### src/rtl/inst_fetch_if.sv
// Fetch-stage bundle: instruction-memory read channel plus the decode-side
// handshake (stall/redirect in, inst/inst_pc/inst_valid out).
interface inst_fetch_if;
   logic        imem_req;
   logic [31:0] imem_addr;
   logic        imem_ready;
   logic [31:0] imem_rdata;
   logic        stall;
   logic        redirect;
   logic [31:0] redirect_pc;
   logic [31:0] inst;
   logic [31:0] inst_pc;
   logic        inst_valid;

   modport master (
      output imem_req, imem_addr, inst, inst_pc, inst_valid,
      input  imem_ready, imem_rdata, stall, redirect, redirect_pc
   );

   modport slave (
      input  imem_req, imem_addr, inst, inst_pc, inst_valid,
      output imem_ready, imem_rdata, stall, redirect, redirect_pc
   );
endinterface

### src/rtl/inst_fetch.sv
// Single-outstanding-request instruction fetch unit: issues one word read,
// holds the result for decode, and discards responses made stale by a redirect.
module inst_fetch #(
   parameter logic [31:0] RESET_PC = 32'h0000_0000
) (
   input logic         clk,
   input logic         rst_n,
   inst_fetch_if.master bus
);

   typedef enum logic [1:0] {IDLE, FETCH, DELIVER, FLUSH} fetchState_e;

   fetchState_e state, nextState;
   logic [31:0] pc, pcNext;
   logic [31:0] reqAddr, reqAddrNext;
   logic [31:0] instReg, instNext;
   logic [31:0] instPcReg, instPcNext;
   logic        instValidReg, instValidNext;
   logic [31:0] redirectTarget;

   assign redirectTarget = {bus.redirect_pc[31:2], 2'b00};

   // State register
   always_ff @(posedge clk or negedge rst_n) begin
      if (!rst_n) state <= IDLE;
      else        state <= nextState;
   end

   // Datapath registers
   always_ff @(posedge clk or negedge rst_n) begin
      if (!rst_n) begin
         pc           <= RESET_PC;
         reqAddr      <= RESET_PC;
         instReg      <= 32'h0;
         instPcReg    <= 32'h0;
         instValidReg <= 1'b0;
      end else begin
         pc           <= pcNext;
         reqAddr      <= reqAddrNext;
         instReg      <= instNext;
         instPcReg    <= instPcNext;
         instValidReg <= instValidNext;
      end
   end

   // A redirect always retargets pc; what happens to the in-flight request
   // depends on whether memory has already answered it.
   always_comb begin
      nextState     = state;
      pcNext        = pc;
      reqAddrNext   = reqAddr;
      instNext      = instReg;
      instPcNext    = instPcReg;
      instValidNext = instValidReg;
      if (bus.redirect) pcNext = redirectTarget;
      case (state)
         IDLE: begin
            nextState     = FETCH;
            instValidNext = 1'b0;
            reqAddrNext   = bus.redirect ? redirectTarget : pc;
         end
         FETCH: begin
            if (bus.redirect) begin
               if (bus.imem_ready) reqAddrNext = redirectTarget;
               else                nextState   = FLUSH;
            end else if (bus.imem_ready) begin
               instNext      = bus.imem_rdata;
               instPcNext    = reqAddr;
               instValidNext = 1'b1;
               pcNext        = pc + 32'd4;
               nextState     = DELIVER;
            end
         end
         DELIVER: begin
            if (bus.redirect) begin
               instValidNext = 1'b0;
               reqAddrNext   = redirectTarget;
               nextState     = FETCH;
            end else if (!bus.stall) begin
               instValidNext = 1'b0;
               reqAddrNext   = pc;
               nextState     = FETCH;
            end
         end
         FLUSH: begin
            // The stale response is dropped; restart from the newest pc.
            if (bus.imem_ready) begin
               reqAddrNext = pcNext;
               nextState   = FETCH;
            end
         end
         default: nextState = IDLE;
      endcase
   end

   assign bus.imem_req   = (state == FETCH) || (state == FLUSH);
   assign bus.imem_addr  = reqAddr;
   assign bus.inst       = instReg;
   assign bus.inst_pc    = instPcReg;
   assign bus.inst_valid = instValidReg;

endmodule
### src/flat_wrapper.sv
// flat-port wrapper written by rule: the top's interface ports become plain ports
module inst_fetch_flat 
#(
   parameter logic [31:0] RESET_PC = 32'h0000_0000
)
  (clk, rst_n, bus_imem_req, bus_imem_addr, bus_inst, bus_inst_pc, bus_inst_valid, bus_imem_ready, bus_imem_rdata, bus_stall, bus_redirect, bus_redirect_pc);
  inst_fetch_if bus_i ();
  input logic clk;
  input logic rst_n;
  output wire logic [$bits(bus_i.imem_req)-1:0] bus_imem_req;
  output wire logic [$bits(bus_i.imem_addr)-1:0] bus_imem_addr;
  output wire logic [$bits(bus_i.inst)-1:0] bus_inst;
  output wire logic [$bits(bus_i.inst_pc)-1:0] bus_inst_pc;
  output wire logic [$bits(bus_i.inst_valid)-1:0] bus_inst_valid;
  input wire logic [$bits(bus_i.imem_ready)-1:0] bus_imem_ready;
  input wire logic [$bits(bus_i.imem_rdata)-1:0] bus_imem_rdata;
  input wire logic [$bits(bus_i.stall)-1:0] bus_stall;
  input wire logic [$bits(bus_i.redirect)-1:0] bus_redirect;
  input wire logic [$bits(bus_i.redirect_pc)-1:0] bus_redirect_pc;
  assign bus_imem_req = bus_i.imem_req;
  assign bus_imem_addr = bus_i.imem_addr;
  assign bus_inst = bus_i.inst;
  assign bus_inst_pc = bus_i.inst_pc;
  assign bus_inst_valid = bus_i.inst_valid;
  assign bus_i.imem_ready = bus_imem_ready;
  assign bus_i.imem_rdata = bus_imem_rdata;
  assign bus_i.stall = bus_stall;
  assign bus_i.redirect = bus_redirect;
  assign bus_i.redirect_pc = bus_redirect_pc;
  inst_fetch #(.RESET_PC(RESET_PC)) u_core (.clk(clk), .rst_n(rst_n), .bus(bus_i));
endmodule
### config.mk
export PLATFORM = sky130hd
export DESIGN_NAME = inst_fetch_flat
export DESIGN_NICKNAME = d
export VERILOG_FILES = /design/src/rtl/inst_fetch_if.sv /design/src/rtl/inst_fetch.sv /design/src/flat_wrapper.sv
export SDC_FILE = /design/constraint.sdc
export NUM_CORES = 1
export LEC_CHECK = 0
export BUFFER_PORTS_ARGS = -buffer_cell sky130_fd_sc_hd__buf_2
export CAP_MARGIN = 20
export CORE_MARGIN = 5
export CORE_UTILIZATION = 25
export CTS_CLUSTER_SIZE = 12
export DETAILED_ROUTE_END_ITERATION = 8
export GPL_TIMING_DRIVEN = 0
export PLACE_DENSITY = 0.51
export SYNTH_ARGS = -nofsm -noshare
export SYNTH_HDL_FRONTEND = slang
export SYNTH_SLANG_ARGS = --single-unit
### constraint.sdc
create_clock -name clk -period 1.85 [get_ports clk]
set_input_delay 0.37 -clock clk [delete_from_list [all_inputs] [get_ports clk]]
set_output_delay 0.37 -clock clk [all_outputs]
set_load 0.02 [all_outputs]
# After elaboration in Yosys (flattened, before gate mapping)

Index checks and enable logic that the tools add are counted.

Add/sub/neg operators: 1
Equality and inequality tests: 10
Mux-type cells: 22
Bitwise logic cells: 1
Reductions and logical operators: 7

Operators by type and width:

| operator                                                         | number |
|---|---|
| 32-bit 2-to-1 mux                                                | 9 |
| 32-bit case mux with 4 select lines                              | 1 |
| 32-bit by 3-bit adder with 32-bit output (second input constant) | 1 |
| 2-bit 2-to-1 mux                                                 | 6 |
| 4-bit AND reduction                                              | 3 |
| 3-bit != test (second input constant)                            | 3 |
| 2-bit != test (second input constant)                            | 4 |
| 2-bit case mux with 4 select lines                               | 1 |
| 2-bit == test (second input constant)                            | 2 |
| 1-bit 2-to-1 mux                                                 | 4 |
| 1-bit case mux with 3 select lines                               | 1 |
| 3-bit AND reduction                                              | 1 |
| 3-bit nonzero test                                               | 1 |
| 2-bit by 1-bit == test with 1-bit output (second input constant) | 1 |
| 2-bit zero test                                                  | 1 |
| 1-bit logical OR                                                 | 1 |
| 1-bit inverter                                                   | 1 |

Register bits after elaboration: 131
Input bits: 69
Logic and storage cells: 47

# Logic depth before layout (Yosys ltp)

Depth after elaboration: 4
Depth in mapped cells: 7
Gate-level depth less buffers: 6

# Worst setup path before layout

OpenSTA, ideal clock, no wires.

Path kind: register to register
Start point: reg u_core.state[1]
End point: reg u_core.pc[31]
Arrival: 1.519 ns
Slack: 0.249 ns
Cell stages (with the launch flop): 6
Period minus slack after synthesis: 1.601 ns
Path through: dfrtp_1 -> nand3b_4 -> nor2_2 -> nand3_4 -> or3_1 -> a31oi_1

Longest elaborated chain between the ends: 2

Ends and longest elaborated chain:

| item                                     | RTL line         | source |
|---|---|---|
| from (decl)                              | inst_fetch.sv:13 | `fetchState_e state, nextState;` |
| from (signal assigned)                   | inst_fetch.sv:26 | `else state <= nextState;` |
| 2-bit by 1-bit == test with 1-bit output | inst_fetch.sv:56 | `case (state)` |
| 32-bit 2-to-1 mux                        | inst_fetch.sv:56 |  |
| named net u_core.pcNext[31]              | inst_fetch.sv:14 | `logic [31:0] pc, pcNext;` |
| to (signal assigned)                     | inst_fetch.sv:38 | `pc <= pcNext;` |
| to (decl)                                | inst_fetch.sv:14 |  |

The timed path passes the listed nets, and every way through them passes these cells.
A chain may end at the register's enable or synchronous reset.

# Worst setup path after layout

Start point: reg u_core.pc[13]
End point: reg u_core.pc[27]

Longest elaborated chain between the ends: 4

Ends and longest elaborated chain:

| item                                     | RTL line         | source |
|---|---|---|
| 32-bit by 3-bit adder with 32-bit output | inst_fetch.sv:70 | `pcNext = pc + 32'd4;` |
| 32-bit 2-to-1 mux                        | inst_fetch.sv:66 | `end else if (bus.imem_ready) begin` |
| 32-bit 2-to-1 mux                        | inst_fetch.sv:63 | `if (bus.redirect) begin` |
| 32-bit 2-to-1 mux                        | inst_fetch.sv:56 |  |
| named net u_core.pcNext[27]              | inst_fetch.sv:14 |  |

The timed path passes the listed nets, and every way through them passes these cells.

==> impl_metrics.ini <==
[run_status]
status = finished clean

[grt]
grt_max_degree = 93
vias_in_the_first_global_route = 4454
grt_pass1_wl_um = 24700
antenna_found_initial = 4
gr-usage-all-layers_pct = 12.0
overflow = 0

[cts]
clk_pin_slew_ns = 0.06
cts_htree_levels = 4
clock_tree_from_tritoncts = built
tritoncts.num_buffers = 17
cts-root-to-sink-buffers = 2
cts_sinks = 131
clk_tree_root_cell = sky130_fd_sc_hd__clkbuf_16
clk_latency_ns = 0.41

[logic_synthesis]
post_synth_num_cell_types = 40
synth_simple_gate_area_share_pct = 11.9
synth.cell_area_mm2 = 0.00576
parity_gate_share_of_the_synthesized_area_counting_xor_and_xnor_cells_pct = 3.80
synth-compound-area-share_pct = 6.85
yosys_top_cell_by_area = sky130_fd_sc_hd__dfrtp_1
yosys_warnings = 0
seq_area_frac_synth_pct = 57.0
synth.ff_latch_count = 131
post_synth.cell_area_avg_um2 = 11.8
main_combinational_cell_family_by_area_after_synthesis = multiplexers
syn-instance-count = 487
netlist_top_cells_area = sky130_fd_sc_hd__dfrtp_1, sky130_fd_sc_hd__mux2_2, sky130_fd_sc_hd__mux2i_1, sky130_fd_sc_hd__xor2_1, sky130_fd_sc_hd__a21oi_1
synth_mux_area_share_pct = 17.9
synth_fp_nets = 557
yosys.area.top_type_share_pct = 57.0
adder_and_majority_gate_portion_of_the_synthesized_area_pct = 0.217

[die]
die-width_um = 162
die_height_um = 162
dieArea_mm2 = 0.0262
floorplan.rows = 55
floorplan.initialDensity_pct = 25.4
design.core.area_mm2 = 0.0226
io_pins = 167

[drt]
vias = 4281
drt-initial-drc-count = 173
routed_wire_length_per_instance_um = 15.8
ant_nets = 0
detail_route.vias_per_cell = 4.40
route.final.wire_length_um = 15400
route.detailed.drc = 0
drt_first_pass_iters = 4

[worst_setup_path]
timing.critical_path.fanout_max = 6
slowest_stage = sky130_fd_sc_hd__nor4_4
criticalPathCategory = reg -> reg
worstPathCellList = nand3_1 > nor4_4 > and3_1 > nand4_1 > o211a_1
cp_top_family = simple AND/OR/NAND/NOR gates
timing.critical_path.arrival_ns = 2.08
timing.critical_path.buf_inv = 0
cpPeakStageDelay_ns = 0.46
timing.critical_path.to_type = register
worstPathRequired_ns = 2.14
crit_path_start_kind = register

[final_layout]
layout-area-overhead-vs-synth_pct = 33.3
layout.area.seq_mm2 = 0.00328
num-nets-final = 745
layout.filler_cells = 2300
final_core_utilization_pct = 33.9
drive_gt1_share_pct = 43.0
design_area_mm2 = 0.00767
multi_input_area_mm2 = 0.00238

[timing]
fin_crit_ns = 1.78
fmaxAchievable_mhz = 562
rsz_0062_raised_after_global_routing = true
hold_violations = 0
fin_setup_tns_ns = 0
measured_slew_at_the_worst_slew_check_pin_ns = 0.516
finalClockSkew_ns = 0.00680
slew_headroom_pct = 65.6
period_share_pct = 96.2
slew_viol_final = 0
setup_viol_count_final = 0

[place]
dpl_cell_area_mm2 = 0.00696
gp_congestion = 0.747
port_buffers = 163
place_hpwl_um = 11300

[power]
worst_vdd_rail_ir_drop_mv = 0.616
power_density_mw_per_mm2 = 1340
power_uw = 10300
leakage_uw = 0.00342

[flow_run]
maxCapViolCount = 0

[worst_hold_path]
min_path_type = in -> reg
logic make-up after synthesis:
kind of cell / count (synthesis)
AND/OR/NAND/NOR: 132
flip-flops: 131
multiplexers: 95
AO/OA/AOI/OAI: 72
buffers and inverters: 31
XOR/XNOR: 25
adder cells (fa/ha/maj): 1
synthesized netlist by cell type (all sizes together):
library cell	number
a21oi	32
a2bb2oi	2
a31o	2
a31oi	2
and2	1
and3	6
and4	1
buf	12
clkbuf	15
dfrtp	131
ha	1
inv	4
mux2	64
mux2i	31
nand2	41
nand2b	1
nand3	17
nand3b	2
nand4	7
nor2	41
nor2b	4
nor3	5
nor3b	1
nor4	2
nor4b	1
o211a	1
o21ai	31
o31a	2
or3	2
xnor2	6
xor2	19
final cells by class:
class	instances	share of cell area [%]
Sequential cell	131	42.7
Multi-Input combinational cell	325	31.0
Timing Repair Buffer	170	11.9
Clock buffer	22	6.05
Tap cell	285	4.65
Buffer	26	2.07
Clock inverter	10	1.40
Inverter	4	0.196
Antenna cell	1	0.0326
flip-flops by register name, summed over array words and instances (netlist names):
| name | cells |
|---|---|
| u_core.bus.imem_addr | 32 |
| u_core.pc | 32 |
| u_core.bus.inst | 32 |
| u_core.bus.inst_valid | 1 |
| u_core.state | 2 |
| u_core.bus.inst_pc | 32 |
cells in the final DEF, fill, tap and decap left out, drive strengths merged:
cell           n
mux2          64
nor3b          1
xor2          19
a31o           2
mux2i         31
clkbuf        36
nor4b          1
dlygate4sd3    1
or3            2
a2bb2oi        2
and2           1
inv            4
dfrtp        131
and3           6
buf          181
a31oi          2
nor2b          4
and4           1
bufinv         2
o211a          1
nor2          41
nand2b         1
clkinv         5
o21ai         31
nand3         17
nand4          7
o31a           2
clkinvlp       3
xnor2          6
nand2         41
ha             1
nor3           5
nor4           2
diode          1
a21oi         32
nand3b         2
worst paths after layout:
path                                               startpoint                                   to  slack (ns)  cells past startpoint
max                                   u_core.pc[13]$_DFF_PN0_              u_core.pc[27]$_DFF_PN0_        0.07                      5
min                                       bus_redirect_pc[16]              u_core.pc[16]$_DFF_PN0_        0.18                      3
max reg2reg                           u_core.pc[13]$_DFF_PN0_              u_core.pc[27]$_DFF_PN0_        0.07                      5
min reg2reg                u_core.bus.inst_pc[27]$_DFFE_PN0P_   u_core.bus.inst_pc[27]$_DFFE_PN0P_        0.50                      1
max in group asynchronous                               rst_n  u_core.bus.imem_addr[7]$_DFFE_PN0P_        0.61                      3
min in group asynchronous                               rst_n      u_core.bus.inst[27]$_DFFE_PN0P_        0.44                      2
stage by stage:
step | hold slack, ns | instances | setup slack, ns
finish | 0.182 | 974 | 0.0694
global route | 0.166 | 974 | 0.00987
CTS | 0.164 | 968 | -0.0687
detailed placement | 0.318 | 936 | -0.314
global placement | 0.484 | 935 | -1.60
floorplan | 0.0744 | 487 | 0.249
metal layers:
| metal | up-vias | part of all wire, % | global-route usage, % |
|---|---|---|---|
| met1 | 2049 | 46 | 16.1 |
| met4 | 6 | 0.80 | 2.81 |
| li1 | 2082 | - | - |
| met5 | - | 0.14 | 0 |
| met3 | 16 | 6.6 | 4.29 |
| met2 | 128 | 46 | 18.9 |
repair_timing:
item	4_1_cts	5_1_grt
gates resized for setup	13	19
hold buffers	1	0
endpoints found under the setup margin	81	93
pin swaps	0	1
buffers inserted	0	5
endpoints found under the hold margin	39	0
power by group:
part | switching [uW] | internal (uW)
clock | 1250 | 2040
combinational | 1720 | 1190
sequential | 452 | 3620
total | 3420 | 6850
worst min-delay path, stage by stage:
cell                      delay, ns
sky130_fd_sc_hd__buf_2         0.09
sky130_fd_sc_hd__nand2_1       0.04
sky130_fd_sc_hd__o21ai_0       0.06
Power figures use the tool's default switching activity.
